$ cat src/rtl/riscv_pkg.sv
// Shared fetch-stage types: the NOP encoding and the {pc, instr, fault} entry
// that travels from fetch to decode.
package riscv_pkg;

  localparam logic [31:0] NOP_INSTR = 32'h0000_0013;

  typedef struct packed {
    logic [31:0] pc;
    logic [31:0] instr;
    logic        fault;
  } fetch_entry_t;

  localparam fetch_entry_t EMPTY_ENTRY = '{pc: 32'h0, instr: NOP_INSTR, fault: 1'b0};

endpackage

$ cat src/rtl/fetch_skid_fifo.sv
// Two-entry skid FIFO between fetch and decode. The head entry is held in a
// register so decode sees stable outputs that do not depend on the push side.
module fetch_skid_fifo
  import riscv_pkg::*;
(
  input  logic         clk,
  input  logic         rst,
  input  logic         i_push,
  input  fetch_entry_t i_entry,
  input  logic         i_pop,
  input  logic         i_flush,
  output logic [1:0]   o_count,
  output fetch_entry_t o_head
);

  fetch_entry_t r_head;
  fetch_entry_t r_tail;
  logic [1:0]   r_count;
  logic         w_pop;
  logic         w_push;

  assign w_pop  = i_pop && (r_count != 2'd0);
  assign w_push = i_push && (r_count != 2'd2 || w_pop);

  // An empty FIFO parks the head on a clean NOP entry rather than stale data.
  always_ff @(posedge clk or posedge rst) begin
    if (rst) begin
      r_head  <= EMPTY_ENTRY;
      r_tail  <= EMPTY_ENTRY;
      r_count <= 2'd0;
    end else if (i_flush) begin
      r_head  <= EMPTY_ENTRY;
      r_count <= 2'd0;
    end else if (w_push && !w_pop) begin
      if (r_count == 2'd0) begin
        r_head <= i_entry;
      end else begin
        r_tail <= i_entry;
      end
      r_count <= r_count + 2'd1;
    end else if (!w_push && w_pop) begin
      r_head  <= (r_count == 2'd2) ? r_tail : EMPTY_ENTRY;
      r_count <= r_count - 2'd1;
    end else if (w_push && w_pop) begin
      if (r_count == 2'd1) begin
        r_head <= i_entry;
      end else begin
        r_head <= r_tail;
        r_tail <= i_entry;
      end
    end
  end

  assign o_count = r_count;
  assign o_head  = r_head;

endmodule

$ cat src/rtl/ifetch_unit.sv
// Instruction fetch stage: owns the fetch PC, reads the combinational ROM,
// flags misaligned/out-of-range PCs as fault entries and feeds the skid FIFO.
module ifetch_unit
  import riscv_pkg::*;
#(
  parameter int          ADDR_WIDTH = 8,
  parameter int          DATA_WIDTH = 32,
  parameter logic [31:0] RESET_PC   = 32'h0000_0000
) (
  input  logic                  clk,
  input  logic                  rst,
  output logic [ADDR_WIDTH-1:0] rom_addr,
  input  logic [DATA_WIDTH-1:0] rom_data,
  input  logic                  redirect_valid,
  input  logic [31:0]           redirect_pc,
  output logic                  if_valid,
  input  logic                  if_ready,
  output logic [DATA_WIDTH-1:0] if_instr,
  output logic [31:0]           if_pc,
  output logic                  if_fault
);

  logic [31:0]  r_fpc;
  logic         r_halted;
  logic [1:0]   w_count;
  logic         w_pop;
  logic         w_fire;
  logic         w_fault;
  fetch_entry_t w_pushEntry;
  fetch_entry_t w_head;

  assign rom_addr = r_fpc[ADDR_WIDTH+1:2];

  assign w_pop   = if_valid && if_ready;
  assign w_fire  = !r_halted && !redirect_valid && (w_count != 2'd2 || w_pop);
  assign w_fault = (r_fpc[1:0] != 2'b00) || (|r_fpc[31:ADDR_WIDTH+2]);

  always_comb begin
    w_pushEntry = '{pc: r_fpc, instr: rom_data, fault: 1'b0};
    if (w_fault) begin
      w_pushEntry = '{pc: r_fpc, instr: NOP_INSTR, fault: 1'b1};
    end
  end

  // A faulting fetch pins the PC and halts; only a redirect restarts fetch.
  always_ff @(posedge clk or posedge rst) begin
    if (rst) begin
      r_fpc    <= RESET_PC;
      r_halted <= 1'b0;
    end else if (redirect_valid) begin
      r_fpc    <= redirect_pc;
      r_halted <= 1'b0;
    end else if (w_fire) begin
      if (w_fault) begin
        r_halted <= 1'b1;
      end else begin
        r_fpc <= r_fpc + 32'd4;
      end
    end
  end

  fetch_skid_fifo u_fifo (
    .clk     (clk),
    .rst     (rst),
    .i_push  (w_fire),
    .i_entry (w_pushEntry),
    .i_pop   (w_pop && !redirect_valid),
    .i_flush (redirect_valid),
    .o_count (w_count),
    .o_head  (w_head)
  );

  assign if_valid = (w_count != 2'd0);
  assign if_instr = w_head.instr;
  assign if_pc    = w_head.pc;
  assign if_fault = w_head.fault;

endmodule

$ cat config.mk
export PLATFORM = sky130hd
export DESIGN_NAME = ifetch_unit
export DESIGN_NICKNAME = d
export VERILOG_FILES = /design/src/rtl/riscv_pkg.sv /design/src/rtl/fetch_skid_fifo.sv /design/src/rtl/ifetch_unit.sv
export SDC_FILE = /design/constraint.sdc
export NUM_CORES = 1
export LEC_CHECK = 0
export CAP_MARGIN = 20
export CORE_MARGIN = 5
export CORE_UTILIZATION = 50
export CTS_CLUSTER_DIAMETER = 120
export DETAILED_ROUTE_END_ITERATION = 8
export HOLD_SLACK_MARGIN = 0.06
export PLACE_DENSITY = 0.77
export SYNTH_ARGS = -nofsm -noshare
export SYNTH_HDL_FRONTEND = slang
export SYNTH_SLANG_ARGS = --single-unit
$ cat constraint.sdc
create_clock -name clk -period 5.9 [get_ports clk]
set_input_delay 0.885 -clock clk [delete_from_list [all_inputs] [get_ports clk]]
set_output_delay 0.885 -clock clk [all_outputs]
set_load 0.02 [all_outputs]
==> results.toml <==
[power]
p_switching_uw = 1027
p_leak_uw = 0.004387
swShare_pct = 31.16
power.share.clock_pct = 32.6
seqPwrFrac_pct = 43.9
combPwrFrac_pct = 23.5
p_int_uw = 2269
powerDensity_nw_per_um2 = 343.3
peakVddDrop_uv = 258.7

[global_route]
first_global_vias = 6249
grt_max_degree = 80
grt_usage_pct = 22.25
grt_pass1_wl_um = 31790
antenna_found_initial = 0
grt-ovfl-total = 0

[flow_run]
max_cap_viol_count = 0

[synth]
synth_top_area_cell = "dfrtp_1"
synth_nets = 816
netlist_top_cells_area = "dfrtp_1 (53%), nand2_1 (9.7%), and2_1 (5.1%)"
synth_seq_cells = 165
yosysTopAreaCellShare_pct = 52.70
async_reset_ff_share_pct = 100.0
yosysWarnings = 0
synth_area_um2 = 7550
synthMostInstantiatedCell = "nand2_1"
synth_edf_count = 0
avgSynthCellArea_um2 = 10.22
postSynthCellCount = 739
ys_top_cells_by_count = "nand2_1 (195), dfrtp_1 (159), o21ai_0 (64), and2_1 (62), mux2i_1 (34)"
ys.flop_type = "dfrtp_1"
ys_seq_area_share_pct = 54.79
synth.distinct_cells = 46

[sta]
fin_setup_tns_ns = 0
rsz0062_at_grt = "no"
skew_ns = 0.009658
slew_headroom_pct = 29.75
timing.final.crit_period_ns = 3.881
fmax_mhz = 257.6
final-max-slew-violation-count = 0
hold_violations = 0
tightest_slew_ns = 1.051
setup_violations = 0
finalCritPeriodShare_pct = 65.79

[cells_and_area]
area_growth_pct = 27.16
layout.cells.non_filler = 1056
layout-drive-gt1-share_pct = 10.37
fin_nets = 932
antenna_cells = 0

[clock_tree]
cts_max_level = 4
path_clk_slew_ns = 0.07
cts-buffers-inserted = 17
clock-sinks = 165
ctsHoldBuffers = 0
cts_buffer_depth = 2
clockRootBuffer = "clkbuf_16"
cts_resized = 0
insertion_delay_ns = 0.43
cts_setup_buffers = 0
cts_tree = "done"

[critical_path]
critPathRequiredTime_ns = 6.22
cp-start-kind = "input pin"
arrival_ns = 4.21
critPathMaxFanout = 42
end_kind = "register"
criticalPathCategory = "in2reg"

[detailed_routing]
via_per_inst = 5.648
drtIter0Drc = 553
drt-wirelength-per-cell_um = 18.16
num_vias = 5964
wl_um = 19180
first_pass_iters = 5
drc = 0
route.antenna.remaining_nets = 0

[floorplanning]
core_um2 = 15030
start_util_pct = 50.22
core.rowCount = 45
num_io_pins = 142
die_w_um = 132.9
fp.dieH_um = 132.9
die-area_um2 = 17660

[outcome]
status = "finished, final reports clean"

[placement]
gp_congestion = 0.8386
port_buffers = 141
dp_cells = 1024
hpwl_um = 12710

[worst_hold_path]
worst_hold_path_type = "reg2reg"
## sequential cells by signal, indices dropped and copies added, names as in the netlist
register	flops
r_fpc	32
r_halted	1
u_fifo.o_count	2
u_fifo.o_head	65
u_fifo.r_tail	65
## stage by stage
stage	setup WS, ns	util, %	power [uW]	hold slack, ns	cell area, um2
floorplan	0.5633	-	1939	0.4376	7550
global placement	1.767	60.07	2203	0.4481	9031
detailed placement	1.570	60.07	2238	0.4542	9031
CTS	2.016	63.86	3319	0.4706	9600
global route	1.712	63.86	3475	0.4985	9600
finish	2.019	63.86	3296	0.4670	9600
## routing by layer
metal	wire, um	up-vias	part of all wire, %	track usage (%)
met2	9540	200	50	36.54
met1	8251	2993	43	28.84
met4	346	0	1.8	7.275
met5	0	-	0	0
li1	-	2735	-	-
met3	1039	36	5.4	5.856
## logic make-up after synthesis
group                    Yosys count  share of synthesized area [%]
XOR/XNOR                           1                         0.1160
AND/OR/NAND/NOR                  307                          19.57
flip-flops                       165                          54.79
multiplexers                      57                          7.938
adder cells (fa/ha/maj)            9                          1.492
AO/OA/AOI/OAI                    126                          11.65
buffers and inverters             74                          4.441
## worst max-delay path, cell delays in order
cell     delay [ns]
buf_2          0.68
inv_1          0.41
nand2_1        0.23
ha_1           0.20
mux2i_1        0.27
o211a_2        0.85
buf_4          0.42
nand2_1        0.08
o21ai_0        0.15
## power groups by stage
stage	Combinational, uW	Sequential (uW)	Clock [uW]
6_report	775	1450	1070
5_1_grt	856	1470	1150
4_1_cts	784	1450	1090
3_5_place_dp	775	1460	0
3_3_place_gp	748	1460	0
2_1_floorplan	452	1490	0
## area by class of cell
class                   instances  area [um2]
clock buffers                  17       425.4
repair buffers                152        1489
fillers                      1139        5433
inverters                      19       76.32
clock inverters                15       143.9
multi-input cells             500        3094
flip-flops and latches        165        4136
well taps                     188       235.2
## layout by cell type, fill, tap and decap left out, types with 4 or more instances in the layout
| cell | instances |
|---|---|
| a221o_1 | 31 |
| a31oi_1 | 7 |
| and2_1 | 62 |
| buf_4 | 11 |
| clkbuf_16 | 17 |
| clkdlybuf4s50_1 | 140 |
| dfrtp_1 | 159 |
| dfstp_2 | 6 |
| ha_1 | 9 |
| inv_1 | 18 |
| inv_6 | 7 |
| mux2_2 | 23 |
| mux2i_1 | 34 |
| nand2_1 | 195 |
| nand2b_1 | 5 |
| nand3_1 | 7 |
| nor2_1 | 14 |
| nor4_2 | 4 |
| o211ai_1 | 5 |
| o21ai_0 | 64 |
| o31ai_1 | 4 |
## final timing paths
check	from	to	slack (ns)	cells after the start
worst max-delay path	redirect_valid	u_fifo.r_tail[27]	2.02	9
worst min-delay path	u_fifo.r_tail[38]	u_fifo.r_tail[38]	0.47	2
worst max register to register	u_fifo.o_count[0]	u_fifo.r_tail[27]	2.65	12
worst min register to register	u_fifo.r_tail[38]	u_fifo.r_tail[38]	0.47	2
max in group asynchronous	rst	u_fifo.r_tail[48]	3.74	3
min in group asynchronous	rst	u_fifo.r_tail[26]	0.96	2
Power figures use the tool's default switching activity.
